==> config.mk <==
export PLATFORM = sky130hd
export DESIGN_NAME = mul_div_unit_flat
export DESIGN_NICKNAME = d
export VERILOG_FILES = /design/src/rtl/mul_div_unit_if.sv /design/src/rtl/mul_div_unit.sv /design/src/flat_wrapper.sv
export SDC_FILE = /design/constraint.sdc
export NUM_CORES = 1
export LEC_CHECK = 0
export ABC_AREA = 0
export BUFFER_PORTS_ARGS = -buffer_cell sky130_fd_sc_hd__buf_4
export CELL_PAD_IN_SITES_DETAIL_PLACEMENT = 1
export CELL_PAD_IN_SITES_GLOBAL_PLACEMENT = 1
export CORE_MARGIN = 4
export CORE_UTILIZATION = 44
export CTS_CLUSTER_SIZE = 28
export DETAILED_ROUTE_END_ITERATION = 16
export GPL_TIMING_DRIVEN = 0
export HOLD_SLACK_MARGIN = 0.03
export PLACE_DENSITY_LB_ADDON = 0.1
export REMOVE_ABC_BUFFERS = 1
export SETUP_SLACK_MARGIN = 0.05
export SLEW_MARGIN = 20
export SYNTH_ARGS = -nofsm -noshare
export SYNTH_HDL_FRONTEND = slang
export SYNTH_SLANG_ARGS = --single-unit
==> constraint.sdc <==
create_clock -name clk -period 3.5 [get_ports clk]
set_clock_uncertainty 0.15 [all_clocks]
set_input_delay 0.175 -clock clk [delete_from_list [all_inputs] [get_ports clk]]
set_output_delay 0.175 -clock clk [all_outputs]
set_load 0.01 [all_outputs]
==> src/rtl/mul_div_unit_if.sv <==
// Request/result bundle between the EXECUTE stage and the iterative multiply/divide unit.
interface mul_div_unit_if #(parameter int unsigned WIDTH = 32);
  logic             start;
  logic [1:0]       op;
  logic [WIDTH-1:0] opA;
  logic [WIDTH-1:0] opB;
  logic             flush;
  logic             hiWrite;
  logic             loWrite;
  logic [WIDTH-1:0] wrData;
  logic             busy;
  logic             done;
  logic             divByZero;
  logic [WIDTH-1:0] hi;
  logic [WIDTH-1:0] lo;

  modport master (
    output start, op, opA, opB, flush, hiWrite, loWrite, wrData,
    input  busy, done, divByZero, hi, lo
  );

  modport slave (
    input  start, op, opA, opB, flush, hiWrite, loWrite, wrData,
    output busy, done, divByZero, hi, lo
  );
endinterface

==> src/rtl/mul_div_unit.sv <==
// Iterative MULT/MULTU/DIV/DIVU unit with HI/LO registers (shift-add / restoring divide).
// Optional MDU_EARLY_OUT_EN: multiply leaves CALC once the remaining multiplier bits are zero.
module mul_div_unit #(
  parameter int unsigned WIDTH = 32
) (
  input logic          clk,
  input logic          reset,
  mul_div_unit_if.slave bus
);
  localparam int unsigned CW = $clog2(WIDTH + 1);
  localparam int unsigned AW = 2 * WIDTH;

  typedef enum logic [1:0] {IDLE, CALC, FIX} mduState_t;

  mduState_t        state, stateNext;
  logic [CW-1:0]    cnt;
  logic [AW-1:0]    acc;
  logic [WIDTH-1:0] operand;
  logic [WIDTH-1:0] rawA;
  logic             isDiv, negLo, negHi, divZero;
  logic             busyQ, doneQ, dbzQ;
  logic [WIDTH-1:0] hiQ, loQ;
`ifdef MDU_EARLY_OUT_EN
  logic [WIDTH-1:0] mRem;
`endif

  // operand decode for a new request
  logic             opIsDiv, isSigned, signA, signB;
  logic [WIDTH-1:0] magA, magB;
  always_comb begin
    opIsDiv  = bus.op[1];
    isSigned = ~bus.op[0];
    signA    = isSigned & bus.opA[WIDTH-1];
    signB    = isSigned & bus.opB[WIDTH-1];
    magA     = signA ? -bus.opA : bus.opA;
    magB     = signB ? -bus.opB : bus.opB;
  end

  // one shift-add or restoring shift-subtract step
  logic [WIDTH:0]   mulSum, remShift;
  logic [WIDTH-1:0] remNext;
  logic             remGeq, lastIter;
  logic [AW-1:0]    accStep;
  always_comb begin
    mulSum   = {1'b0, acc[AW-1:WIDTH]} + {1'b0, operand};
    remShift = {acc[AW-1:WIDTH], acc[WIDTH-1]};
    remGeq   = remShift >= {1'b0, operand};
    remNext  = remGeq ? WIDTH'(remShift - {1'b0, operand}) : remShift[WIDTH-1:0];
    if (isDiv) begin
      accStep = {remNext, acc[WIDTH-2:0], remGeq};
    end else if (acc[0]) begin
      accStep = {mulSum, acc[WIDTH-1:1]};
    end else begin
      accStep = {1'b0, acc[AW-1:1]};
    end
    lastIter = (cnt == CW'(WIDTH - 1));
`ifdef MDU_EARLY_OUT_EN
    if (!isDiv && mRem[WIDTH-1:1] == '0) lastIter = 1'b1;
`endif
  end

  // sign fix-up and result selection
  logic [AW-1:0]    prod;
  logic [WIDTH-1:0] quo, remd, hiRes, loRes;
  always_comb begin
    prod = acc;
`ifdef MDU_EARLY_OUT_EN
    // catch up on the shifts skipped by leaving CALC early
    prod = acc >> (CW'(WIDTH) - cnt);
`endif
    if (negLo) prod = -prod;
    quo  = negLo ? -acc[WIDTH-1:0] : acc[WIDTH-1:0];
    remd = negHi ? -acc[AW-1:WIDTH] : acc[AW-1:WIDTH];
    if (divZero) begin
      hiRes = rawA;
      loRes = '1;
    end else if (isDiv) begin
      hiRes = remd;
      loRes = quo;
    end else begin
      hiRes = prod[AW-1:WIDTH];
      loRes = prod[WIDTH-1:0];
    end
  end

  // next-state logic; flush always returns to IDLE
  always_comb begin
    stateNext = state;
    case (state)
      IDLE: begin
        if (bus.start) begin
          if (opIsDiv && bus.opB == '0) stateNext = FIX;
`ifdef MDU_EARLY_OUT_EN
          else if (!opIsDiv && magB == '0) stateNext = FIX;
`endif
          else stateNext = CALC;
        end
      end
      CALC:    if (lastIter) stateNext = FIX;
      FIX:     stateNext = IDLE;
      default: stateNext = IDLE;
    endcase
    if (bus.flush) stateNext = IDLE;
  end

  always_ff @(posedge clk) begin
    if (reset) begin
      state   <= IDLE;
      cnt     <= '0;
      acc     <= '0;
      operand <= '0;
      rawA    <= '0;
      isDiv   <= 1'b0;
      negLo   <= 1'b0;
      negHi   <= 1'b0;
      divZero <= 1'b0;
      busyQ   <= 1'b0;
      doneQ   <= 1'b0;
      dbzQ    <= 1'b0;
      hiQ     <= '0;
      loQ     <= '0;
`ifdef MDU_EARLY_OUT_EN
      mRem    <= '0;
`endif
    end else begin
      state <= stateNext;
      busyQ <= (stateNext != IDLE);
      doneQ <= (state == FIX) && !bus.flush;
      case (state)
        IDLE: begin
          if (bus.hiWrite) hiQ <= bus.wrData;
          if (bus.loWrite) loQ <= bus.wrData;
          if (bus.start && !bus.flush) begin
            isDiv   <= opIsDiv;
            negLo   <= signA ^ signB;
            negHi   <= signA;
            rawA    <= bus.opA;
            operand <= opIsDiv ? magB : magA;
            acc     <= {WIDTH'(0), opIsDiv ? magA : magB};
            cnt     <= '0;
            divZero <= opIsDiv && (bus.opB == '0);
`ifdef MDU_EARLY_OUT_EN
            mRem    <= magB;
`endif
          end
        end
        CALC: begin
          acc <= accStep;
          cnt <= cnt + CW'(1);
`ifdef MDU_EARLY_OUT_EN
          mRem <= mRem >> 1;
`endif
        end
        FIX: begin
          if (!bus.flush) begin
            hiQ  <= hiRes;
            loQ  <= loRes;
            dbzQ <= divZero;
          end
        end
        default: ;
      endcase
    end
  end

  assign bus.busy      = busyQ;
  assign bus.done      = doneQ;
  assign bus.divByZero = dbzQ;
  assign bus.hi        = hiQ;
  assign bus.lo        = loQ;
endmodule

==> src/flat_wrapper.sv <==
// flat-port wrapper written by rule: the top's interface ports become plain ports
module mul_div_unit_flat 
#(
  parameter int unsigned WIDTH = 32
)
  (clk, reset, bus_start, bus_op, bus_opA, bus_opB, bus_flush, bus_hiWrite, bus_loWrite, bus_wrData, bus_busy, bus_done, bus_divByZero, bus_hi, bus_lo);
  mul_div_unit_if #(.WIDTH(WIDTH)) bus_i ();
  input logic clk;
  input logic reset;
  input wire logic [$bits(bus_i.start)-1:0] bus_start;
  input wire logic [$bits(bus_i.op)-1:0] bus_op;
  input wire logic [$bits(bus_i.opA)-1:0] bus_opA;
  input wire logic [$bits(bus_i.opB)-1:0] bus_opB;
  input wire logic [$bits(bus_i.flush)-1:0] bus_flush;
  input wire logic [$bits(bus_i.hiWrite)-1:0] bus_hiWrite;
  input wire logic [$bits(bus_i.loWrite)-1:0] bus_loWrite;
  input wire logic [$bits(bus_i.wrData)-1:0] bus_wrData;
  output wire logic [$bits(bus_i.busy)-1:0] bus_busy;
  output wire logic [$bits(bus_i.done)-1:0] bus_done;
  output wire logic [$bits(bus_i.divByZero)-1:0] bus_divByZero;
  output wire logic [$bits(bus_i.hi)-1:0] bus_hi;
  output wire logic [$bits(bus_i.lo)-1:0] bus_lo;
  assign bus_i.start = bus_start;
  assign bus_i.op = bus_op;
  assign bus_i.opA = bus_opA;
  assign bus_i.opB = bus_opB;
  assign bus_i.flush = bus_flush;
  assign bus_i.hiWrite = bus_hiWrite;
  assign bus_i.loWrite = bus_loWrite;
  assign bus_i.wrData = bus_wrData;
  assign bus_busy = bus_i.busy;
  assign bus_done = bus_i.done;
  assign bus_divByZero = bus_i.divByZero;
  assign bus_hi = bus_i.hi;
  assign bus_lo = bus_i.lo;
  mul_div_unit #(.WIDTH(WIDTH)) u_core (.clk(clk), .reset(reset), .bus(bus_i));
endmodule
==> impl_metrics.py, run 1 <==
metrics = {
    "outcome": {
        "status": "complete, no violations",
    },
    "sta": {
        "rsz0062_at_grt": "yes",
        "hold_viol_final": 0,
        "post-route-period-util_pct": 98.5,
        "holdWs_ps": 55.6,
        "max_freq_ghz": 0.290,
        "setup_violations": 0,
        "fin_crit_ps": 3450,
        "worst_slew_pin_slew_ps": 1110,
        "drv_slew": 0,
        "slew_headroom_pct": 25.7,
    },
    "global_route": {
        "overflow": 0,
        "grt_usage_pct": 33.3,
        "grt_pass1_vias": 18400,
        "antenna_found_initial": 1,
        "grt_pass1_wl_um": 106000,
        "grt_max_degree": 93,
    },
    "hold_path": {
        "hp-start": "bus_hiWrite",
        "hold_class": "input pin to flop",
        "holdPathEnd": "u_core.bus.hi[31]$_SDFFE_PP0P_",
        "min_path_cells": 5,
    },
    "setup_path": {
        "cp-end-kind": "flop",
        "path_delay_family": "compound AO/OA/AOI/OAI gates",
        "path_max_fanout": 30,
        "slowest_stage": "dfxtp_4",
        "crit_type": "flop to flop",
        "critical_path_buf_inv_count": 3,
        "r2r_cells": 11,
        "timing.rr.end": "u_core.bus.hi[28]$_SDFFE_PP0P_",
        "start_kind": "flop",
        "required_ps": 3780,
        "worstPathCellList": "buf_12 -> clkinv_4 -> ha_1 -> and2_1 -> nand4_1 -> buf_4 -> o21ai_4 -> a21oi_1 -> xnor2_1 -> mux2i_1 -> a2111oi_2",
        "r2r-start": "u_core.acc[0]$_SDFFE_PP0P_",
        "worstPathArrival_ps": 3730,
        "regToRegSetupSlack_ps": 50,
        "max_stage_delay_ps": 470,
    },
    "logic_synthesis": {
        "synth_flop_cell": "dfxtp_1",
        "synthArstFlopShare_pct": 0,
        "netlist-cell-type-count": 79,
        "synthesis.instances": 2199,
        "ys_seq_area_share_pct": 25.6,
        "yosys_register_bits": 207,
        "synth_area_um2": 16200,
        "ys_warn_count": 0,
        "synth_edf_count": 0,
        "postSynthAreaPerCell_um2": 7.36,
    },
    "clocking": {
        "cts-buffers-inserted": 26,
        "clk_pin_slew_ps": 70,
        "clk_latency_ps": 550,
        "cts_root_buf": "clkbuf_16",
        "cts.path.max_buffers": 3,
        "htreeDepth": 1,
        "cts_tree": "built",
        "cts.sinks": 207,
    },
    "die": {
        "io_pins": 171,
        "die_w_um": 200,
        "rows": 69,
        "start_util_pct": 45.0,
        "coreArea_um2": 35900,
        "dieArea_um2": 39900,
        "die_h_um": 200,
    },
    "layout": {
        "synthToLayoutAreaGrowth_pct": 25.4,
        "drive_gt1_share_pct": 14.5,
        "fillers": 4369,
        "mostFrequentLayoutCell": "nand2_1",
        "multiInputGateArea_um2": 11600,
        "nets": 2550,
        "final_cells": 2858,
        "seq_area_um2": 4180,
        "mostFrequentLayoutCells": "nand2_1, a21oi_1, dfxtp_1",
    },
    "place": {
        "port_buffers": 170,
        "hpwl_um": 48600,
        "gp_congestion": 0.960,
        "dp_cells": 2689,
    },
    "detailed_routing": {
        "drt-initial-drc-count": 1509,
        "wl_per_cell_um": 24.5,
        "drt-pass1-iter-count": 5,
        "routed_wl_um": 70000,
        "vias_per_cell": 6.39,
        "final_antenna_net_count": 0,
        "num_vias": 18300,
        "drc": 0,
    },
    "pwr": {
        "p_per_area_nw_per_um2": 386,
        "totalPowerFinal_mw": 7.84,
        "ir_drop_mv": 0.284,
        "power_leakage_nw": 7.89,
    },
    "flow_run": {
        "maxCapViolations": 0,
    },
}
worst max-delay path by stage:
stage | from | depth (start not counted) | slack (ps) | end
6_report | u_core.acc[0]$_SDFFE_PP0P_ | 11 | 50 | u_core.bus.hi[28]$_SDFFE_PP0P_
5_1_grt | u_core.acc[31]$_SDFFE_PP0P_ | 13 | -20 | u_core.acc[60]$_SDFFE_PP0P_
4_1_cts | u_core.acc[0]$_SDFFE_PP0P_ | 11 | 60 | u_core.bus.hi[28]$_SDFFE_PP0P_
3_5_place_dp | u_core.acc[0]$_SDFFE_PP0P_ | 10 | -1070 | u_core.bus.hi[28]$_SDFFE_PP0P_
3_3_place_gp | u_core.state[0]$_SDFF_PP0_ | 6 | -4140 | u_core.acc[63]$_SDFFE_PP0P_
2_1_floorplan | u_core.isDiv$_SDFFE_PP0P_ | 8 | -1030 | u_core.bus.hi[25]$_SDFFE_PP0P_
metrics by stage:
step                      TNS, ps  util (%)  area, µm²  setup slack (ps)
final                           0      56.5      20300              51.1
after CTS                       0      55.4      19900              56.6
after floorplan            -50620         -      15600             -1030
after detailed placement   -18580      49.6      17800             -1070
after global routing        -33.3      56.5      20300             -20.2
after global placement    -407650      48.5      17400             -4140
cells by family (layout without fill, tap and decap cells):
logic type      after synthesis  count (layout)  synth area share [%]
xor+xnor                    166             166                  9.04
other cells                   0               2                     0
buf+inv                     219             415                  5.18
compound gates              766             766                  30.8
simple gates                716             716                  20.4
flops                       207             207                  25.6
fa+ha+maj                    71              71                  5.59
mux                          54              54                  3.36
cells in the mapped netlist, types with 6 or more instances:
master | instances | share of area, %
xnor2_1 | 90 | 4.9
a21oi_1 | 251 | 7.8
dfxtp_1 | 207 | 26
a32o_1 | 9 | 0.56
nor2b_1 | 20 | 0.77
xor2_1 | 75 | 4.1
clkbuf_1 | 134 | 3.1
o41ai_1 | 12 | 0.65
or3_1 | 12 | 0.46
buf_1 | 13 | 0.30
or4_1 | 15 | 0.70
a21o_1 | 31 | 1.4
o21a_1 | 14 | 0.65
nand3_1 | 45 | 1.4
a211oi_1 | 65 | 3.0
inv_1 | 61 | 1.4
o21ai_0 | 140 | 4.3
and2_1 | 7 | 0.27
nor2_1 | 181 | 4.2
nand2_1 | 300 | 7.0
a221oi_1 | 14 | 0.76
nand4_1 | 13 | 0.50
nand3b_1 | 7 | 0.32
a311oi_1 | 9 | 0.49
o221ai_1 | 30 | 1.6
a41oi_1 | 6 | 0.32
o22ai_1 | 6 | 0.23
a31oi_1 | 17 | 0.66
or2_2 | 6 | 0.23
mux2i_1 | 52 | 3.2
ha_1 | 69 | 5.3
a22o_1 | 16 | 0.87
a211o_1 | 7 | 0.38
o31ai_1 | 33 | 1.5
nor3_1 | 37 | 1.1
o21bai_1 | 11 | 0.51
nor4_1 | 13 | 0.50
nand2b_1 | 26 | 1.0
buf_2 | 7 | 0.22
o211ai_1 | 34 | 1.6
and3_1 | 13 | 0.50
layout make-up:
cell class              count  area share, %
multi-input cells        1773           57.2
inverters                  64           1.22
diodes                      2         0.0247
clock buffers              36           3.79
clock inverters            12          0.876
flip-flops and latches    207           20.6
repair buffers            303           13.5
well taps                 461           2.84
flip-flops by register name, summed over array words and instances (netlist names):
signal and flops:
u_core.cnt 6, u_core.bus.done 1, u_core.isDiv 1, u_core.rawA 32
u_core.bus.hi 32, u_core.negLo 1, u_core.operand 32, u_core.bus.busy 1
u_core.acc 64, u_core.divZero 1, u_core.state 2, u_core.bus.divByZero 1
u_core.bus.lo 32, u_core.negHi 1
routing by layer:
layer  GRT usage (%)  share of wire (%)  vias to the layer above  routed length, µm
met5               0                  0                        -                  0
met4            12.9                4.1                        0               2850
met3            4.18                6.3                      184               4430
met2            55.5                 46                      694              32400
met1            44.3                 43                     8992              30300
li1                -                  -                     8388                  -
power breakdown:
part | total, mW | leakage, nW | internal [mW] | switching (mW)
Clock | 2.98 | 0.441 | 1.83 | 1.15
Combinational | 2.19 | 5.75 | 0.895 | 1.29
Sequential | 2.67 | 1.70 | 2.49 | 0.181
Total | 7.84 | 7.89 | 5.21 | 2.63
repair_timing:
item                                    in CTS  in global routing
setup buffers                                7                  8
endpoints found under the setup margin      64                 33
resized for setup                           19                 57
hold buffers                               104                  0
hold endpoints to repair                   154                  0
pin swaps                                    4                 13
worst register-to-register path: cells and delay by family, from the launching register on:
kind / cells / cell delay [ps]
adders and majority gates: 1 / 340
buffers and inverters: 3 / 740
and+or+nand+nor: 2 / 350
muxes: 1 / 210
DFF: 1 / 470
AOI/OAI and AO/OA: 3 / 830
xor gates and xnor gates: 1 / 240
Note: power is estimated with default switching activity, not from simulation.
==> inputs of run 2 (changes only) <==
--- a/config.mk
+++ b/config.mk
@@ -16,6 +16,7 @@
 export GPL_TIMING_DRIVEN = 0
 export HOLD_SLACK_MARGIN = 0.03
 export PLACE_DENSITY_LB_ADDON = 0.1
+export RECOVER_POWER = 100
 export REMOVE_ABC_BUFFERS = 1
 export SETUP_SLACK_MARGIN = 0.05
 export SLEW_MARGIN = 20
==> run 2 against run 1 <==
The run now ends with setup timing left. Flip-flop and latch count unchanged. Die area is the same. Final cell count unchanged. First-iteration DRC count fell by 4.1%. Global-route usage stayed put. Fmax is 2.1% lower. Non-clock buffer count did not move. Register-to-register slack gained 30 ps. Core utilization is 0.91 points lower. Combinational power is 3% lower. Sequential share of layout area is 0.34 points higher.
==> impl_metrics.py, run 2 (synthesis gave the netlist of run 1 again) <==
metrics = {
    "clocking": {
        "cts_root_buf": "clkbuf_16",
        "clk_pin_slew_ps": 70,
        "cts.sinks": 207,
        "htreeDepth": 1,
        "cts.path.max_buffers": 3,
        "clk_latency_ps": 550,
        "cts_tree": "built",
        "cts-buffers-inserted": 26,
    },
    "detailed_routing": {
        "drt-initial-drc-count": 1447,
        "routed_wl_um": 70000,
        "vias_per_cell": 6.36,
        "drc": 0,
        "num_vias": 18200,
        "drt-pass1-iter-count": 5,
        "wl_per_cell_um": 24.5,
        "final_antenna_net_count": 0,
    },
    "global_route": {
        "grt_pass1_vias": 18400,
        "antenna_found_initial": 1,
        "grt_max_degree": 93,
        "grt_usage_pct": 33.3,
        "grt_pass1_wl_um": 106000,
        "overflow": 0,
    },
    "layout": {
        "mostFrequentLayoutCell": "nand2_1",
        "synthToLayoutAreaGrowth_pct": 23.4,
        "mostFrequentLayoutCells": "nand2_1, a21oi_1, dfxtp_1",
        "largest_register_ffs": 64,
        "utilization_pct": 55.6,
        "drive_gt1_share_pct": 11.3,
        "max_flop_register": "u_core.acc",
        "fillers": 4403,
        "final_cells": 2858,
        "nets": 2550,
    },
    "die": {
        "coreArea_um2": 35900,
        "dieArea_um2": 39900,
        "start_util_pct": 45.0,
        "die_h_um": 200,
        "io_pins": 171,
        "die_w_um": 200,
        "rows": 69,
    },
    "setup_path": {
        "timing.rr.end": "u_core.bus.hi[28]$_SDFFE_PP0P_",
        "regToRegSetupSlack_ps": 80,
        "worstPathArrival_ps": 3810,
        "setup.worst_path.start": "bus_opA[2]",
        "r2r_cells": 11,
        "cp-end-kind": "flop",
        "required_ps": 3780,
        "start_kind": "input pin",
        "crit_type": "input pin to flop",
        "path_max_fanout": 7,
        "r2r-start": "u_core.acc[0]$_SDFFE_PP0P_",
    },
    "hold_path": {
        "hp-start": "bus_hiWrite",
        "min_path_cells": 4,
        "hold_class": "input pin to flop",
        "holdPathEnd": "u_core.bus.hi[29]$_SDFFE_PP0P_",
    },
    "place": {
        "port_buffers": 170,
        "place_ws_ps": -1070,
        "dp_cells": 2689,
        "hpwl_um": 48600,
        "gp_congestion": 0.960,
    },
    "sta": {
        "rsz0062_at_grt": "yes",
        "hold_viol_final": 0,
        "worst_slew_pin_slew_ps": 1450,
        "drv_slew": 0,
        "fin_crit_ps": 3520,
        "holdWs_ps": 59.9,
        "setup_violations": 1,
        "max_freq_ghz": 0.284,
        "layout_setup_ws_ps": -22.9,
        "slew_headroom_pct": 3.53,
        "post-route-period-util_pct": 101,
    },
    "pwr": {
        "p_per_area_nw_per_um2": 390,
        "power_leakage_nw": 7.59,
        "ir_drop_mv": 0.284,
        "totalPowerFinal_mw": 7.79,
    },
    "outcome": {
        "status": "complete, but fails checks",
        "failed_checks": "setup timing",
    },
    "flow_run": {
        "maxCapViolations": 0,
    },
}
==> run 2: changes by cell type in the layout (fill, tap and decap cells not counted), moves of 2 or more <==
cell      before  now
clkbuf_1       3   75
buf_4        184  111
o21ai_1        5    3
o21ai_0      139  141
==> run 2: worst max path at each step <==
stage | slack [ps] | endpoint
finish | -20 | u_core.acc[23]$_SDFFE_PP0P_
global route | -40 | u_core.acc[23]$_SDFFE_PP0P_
CTS | 60 | u_core.bus.hi[28]$_SDFFE_PP0P_
detailed placement | -1070 | u_core.bus.hi[28]$_SDFFE_PP0P_
global placement | -4140 | u_core.acc[63]$_SDFFE_PP0P_
floorplan | -1030 | u_core.bus.hi[25]$_SDFFE_PP0P_
==> run 2: report_power, final <==
group,switching (mW),leakage (nW),internal (mW)
combinational,1.29,5.44,0.848
clock,1.16,0.441,1.83
sequential,0.180,1.70,2.49
==> run 2: critical path: stages <==
cell	delay, ps
dlygate4sd3_1	550
buf_4	170
nor3_1	500
nand4_1	470
nor4_1	710
a21oi_1	200
xor2_1	250
nand3_1	130
a21boi_0	200
o311a_1	180
a211oi_1	270
==> run 2: final cells by class <==
class                           count  area (µm²)  share of cell area [%]
Multi-Input combinational cell   1773       11600                    57.9
Sequential cell                   207        4180                    20.9
Timing Repair Buffer              303        2450                    12.3
Clock buffer                       36         769                    3.86
Tap cell                          461         577                    2.89
Inverter                           64         246                    1.24
Clock inverter                     12         178                   0.890
Antenna cell                        2        5.00                  0.0251
==> run 2: stage by stage <==
step,setup TNS [ps],area [µm²]
global placement,-407650,17400
global route,-69.1,20000
floorplan,-50620,15600
detailed placement,-18580,17800
finish,-22.9,20000
CTS,0,19900
==> run 2: per-layer routing <==
metal  routed length (µm)  GRT usage [%]  vias to the layer above
li1                     -              -                     8381
met1                30700           44.3                     8937
met2                32300           55.5                      685
met3                 4220           4.18                      184
met4                 2840           12.9                        0
met5                    0              0                        -
==> run 2: what timing repair did <==
item                                   CTS  global route
buffers inserted                         7             8
endpoints found under the hold margin  154             0
setup endpoints to repair               64            33
pin swaps                                4            13
gates resized for setup                 19            57
hold buffers                           104             0
==> inputs of run 3 (changes only) <==
--- a/config.mk
+++ b/config.mk
@@ -10,7 +10,7 @@
 export CELL_PAD_IN_SITES_DETAIL_PLACEMENT = 1
 export CELL_PAD_IN_SITES_GLOBAL_PLACEMENT = 1
 export CORE_MARGIN = 4
-export CORE_UTILIZATION = 44
+export CORE_UTILIZATION = 40
 export CTS_CLUSTER_SIZE = 28
 export DETAILED_ROUTE_END_ITERATION = 16
 export GPL_TIMING_DRIVEN = 0
==> constraint.sdc (replaced) <==
create_clock -name clk -period 3.1 [get_ports clk]
set_clock_uncertainty 0.15 [all_clocks]
set_input_delay 0.155 -clock clk [delete_from_list [all_inputs] [get_ports clk]]
set_output_delay 0.155 -clock clk [all_outputs]
set_load 0.01 [all_outputs]
==> run 3 against run 2 <==
The run still ends with setup timing left. Register-to-register slack lost 120 ps. Setup slack lost 15 ps. Die area grew 9.6%. Critical path type is now flop to flop. Wire length grew 5.2%. Highest routed layer unchanged. Largest cell class unchanged. Critical path depth shrank 1. Core utilization shrank 1.1 points. Largest power group unchanged. Via count grew 1.3%. Design area grew 8.7%.
==> impl_metrics.py, run 3 (synthesis gave the netlist of run 1 again) <==
metrics = {
    "outcome": {
        "status": "complete, but fails checks",
        "failed_checks": "setup timing",
    },
    "layout": {
        "drive_gt1_share_pct": 20.9,
        "synthToLayoutAreaGrowth_pct": 34.1,
        "fillers": 4784,
        "mostFrequentLayoutCell": "nand2_1",
        "max_flop_register": "u_core.acc",
        "mostFrequentLayoutCells": "nand2_1, a21oi_1, nor2_1",
        "final_cells": 2982,
        "nets": 2616,
        "largest_register_ffs": 64,
        "diodes": 0,
    },
    "die": {
        "start_util_pct": 40.6,
        "coreArea_um2": 39800,
        "die_h_um": 209,
        "die_w_um": 209,
        "io_pins": 171,
        "dieArea_um2": 43700,
        "rows": 73,
    },
    "setup_path": {
        "worstPathArrival_ps": 3380,
        "crit_type": "flop to flop",
        "start_kind": "flop",
        "cp-end-kind": "flop",
        "path_max_fanout": 15,
        "worstPathCellList": "inv_1 -> ha_4 -> nand4_1 -> or3_1 -> a311oi_2 -> a211o_4 -> buf_12 -> mux2_2 -> a21oi_1 -> o21ai_0",
        "max_stage_delay_ps": 440,
        "slowest_stage": "or3_1",
        "required_ps": 3340,
        "regToRegSetupSlack_ps": -40,
    },
    "pwr": {
        "totalPowerFinal_mw": 8.95,
        "ir_drop_mv": 0.345,
        "p_seq_share_pct": 33.5,
        "comb_power_share_pct": 31.7,
        "intPower_mw": 5.86,
        "power_frac_clock_pct": 34.9,
        "switching_share_pct": 34.5,
        "p_per_area_nw_per_um2": 413,
        "switchingPower_mw": 3.08,
        "power_leakage_nw": 8.18,
    },
    "sta": {
        "post-route-period-util_pct": 101,
        "max_freq_ghz": 0.319,
        "slew_headroom_pct": 15.9,
        "worst_slew_pin_slew_ps": 1260,
        "fin_crit_ps": 3140,
        "drv_slew": 0,
        "rsz0062_at_grt": "yes",
        "layout_setup_ws_ps": -37.9,
        "hold_viol_final": 0,
        "setup_violations": 5,
    },
    "place": {
        "gp_congestion": 0.961,
        "hpwl_um": 50000,
        "dp_cells": 2755,
        "place_ws_ps": -1530,
        "port_buffers": 170,
    },
    "clocking": {
        "htreeDepth": 1,
        "cts.sinks": 207,
        "cts.path.max_buffers": 3,
        "clk_pin_slew_ps": 60,
        "cts-buffers-inserted": 25,
        "cts_root_buf": "clkbuf_16",
        "cts_tree": "built",
        "clk_latency_ps": 550,
    },
    "detailed_routing": {
        "num_vias": 18400,
        "vias_per_cell": 6.18,
        "routed_wl_um": 73700,
        "wl_per_cell_um": 24.7,
        "drt-initial-drc-count": 1300,
        "drt-pass1-iter-count": 5,
        "final_antenna_net_count": 0,
        "drc": 0,
    },
    "global_route": {
        "grt_util_met1_pct": 41.9,
        "grt_pass1_wl_um": 110000,
        "grt_usage_pct": 31.1,
        "busiest_layer": "met2",
        "gr-usage-met2_pct": 52.4,
        "antenna_found_initial": 0,
        "grt.met3_usage_pct": 3.08,
        "overflow": 0,
        "grt_max_degree": 95,
        "grt_pass1_vias": 18500,
    },
    "hold_path": {
        "hold_class": "input pin to flop",
    },
    "flow_run": {
        "maxCapViolations": 0,
    },
}
[run 3: final cells by class]
type,instances,area (µm²),area share (%)
clock buffer,34,679,3.13
inverter,64,262,1.21
sequential,207,4290,19.8
timing repair buffer,368,3090,14.3
tap,525,657,3.03
multi-input combinational,1775,12600,57.9
clock inverter,9,150,0.692
[run 3: path summary, 6_finish.rpt]
path,startpoint,to,depth (start not counted)
min reg2reg,u_core.rawA[17]$_SDFFE_PP0P_,u_core.rawA[17]$_SDFFE_PP0P_,2
max,u_core.operand[26]$_SDFFE_PP0P_,u_core.acc[39]$_SDFFE_PP0P_,10
min,bus_opB[13],u_core.operand[13]$_SDFFE_PP0P_,5
max reg2reg,u_core.operand[26]$_SDFFE_PP0P_,u_core.acc[39]$_SDFFE_PP0P_,10
[run 3: metrics by stage]
step | utilization [%] | instance area (µm²) | setup TNS (ps) | hold WS, ps
floorplan | - | 15600 | -89230 | 71.2
global placement | 44.0 | 17500 | -531770 | 219
detailed placement | 44.9 | 17900 | -49300 | 230
CTS | 52.9 | 21100 | -117 | 44.5
global route | 54.4 | 21700 | -790 | 119
finish | 54.4 | 21700 | -107 | 79.5
[run 3: worst max-delay path, delay by kind of cell (launching register included)]
kind                     cells  cell delay (ps)
buffers and inverters        2              270
adder cells (fa/ha/maj)      1              320
multiplexers                 1              380
AND/OR/NAND/NOR              2              690
AO/OA/AOI/OAI                4              770
flip-flops                   1              380
[run 3: what timing repair did]
action,in CTS,in global routing
gates resized for setup,205,154
endpoints found under the hold margin,157,0
pin swaps,62,67
hold buffers,109,0
buffers inserted,37,34
endpoints found under the setup margin,87,93
gates cloned,4,0
[run 3: power by group through the flow]
stage	clock network, mW	logic (mW)	registers, mW
6_report	3.12	2.83	3.00
5_1_grt	3.25	3.03	3.01
4_1_cts	3.15	2.63	3.00
3_5_place_dp	0	2.17	3.05
3_3_place_gp	0	2.07	3.07
2_1_floorplan	0	1.29	3.02
[run 3: metal layers]
metal | vias up | share of wire [%]
li1 | 8509 | -
met1 | 9119 | 44
met2 | 623 | 47
met3 | 169 | 5.3
met4 | 0 | 3.7
met5 | - | 0
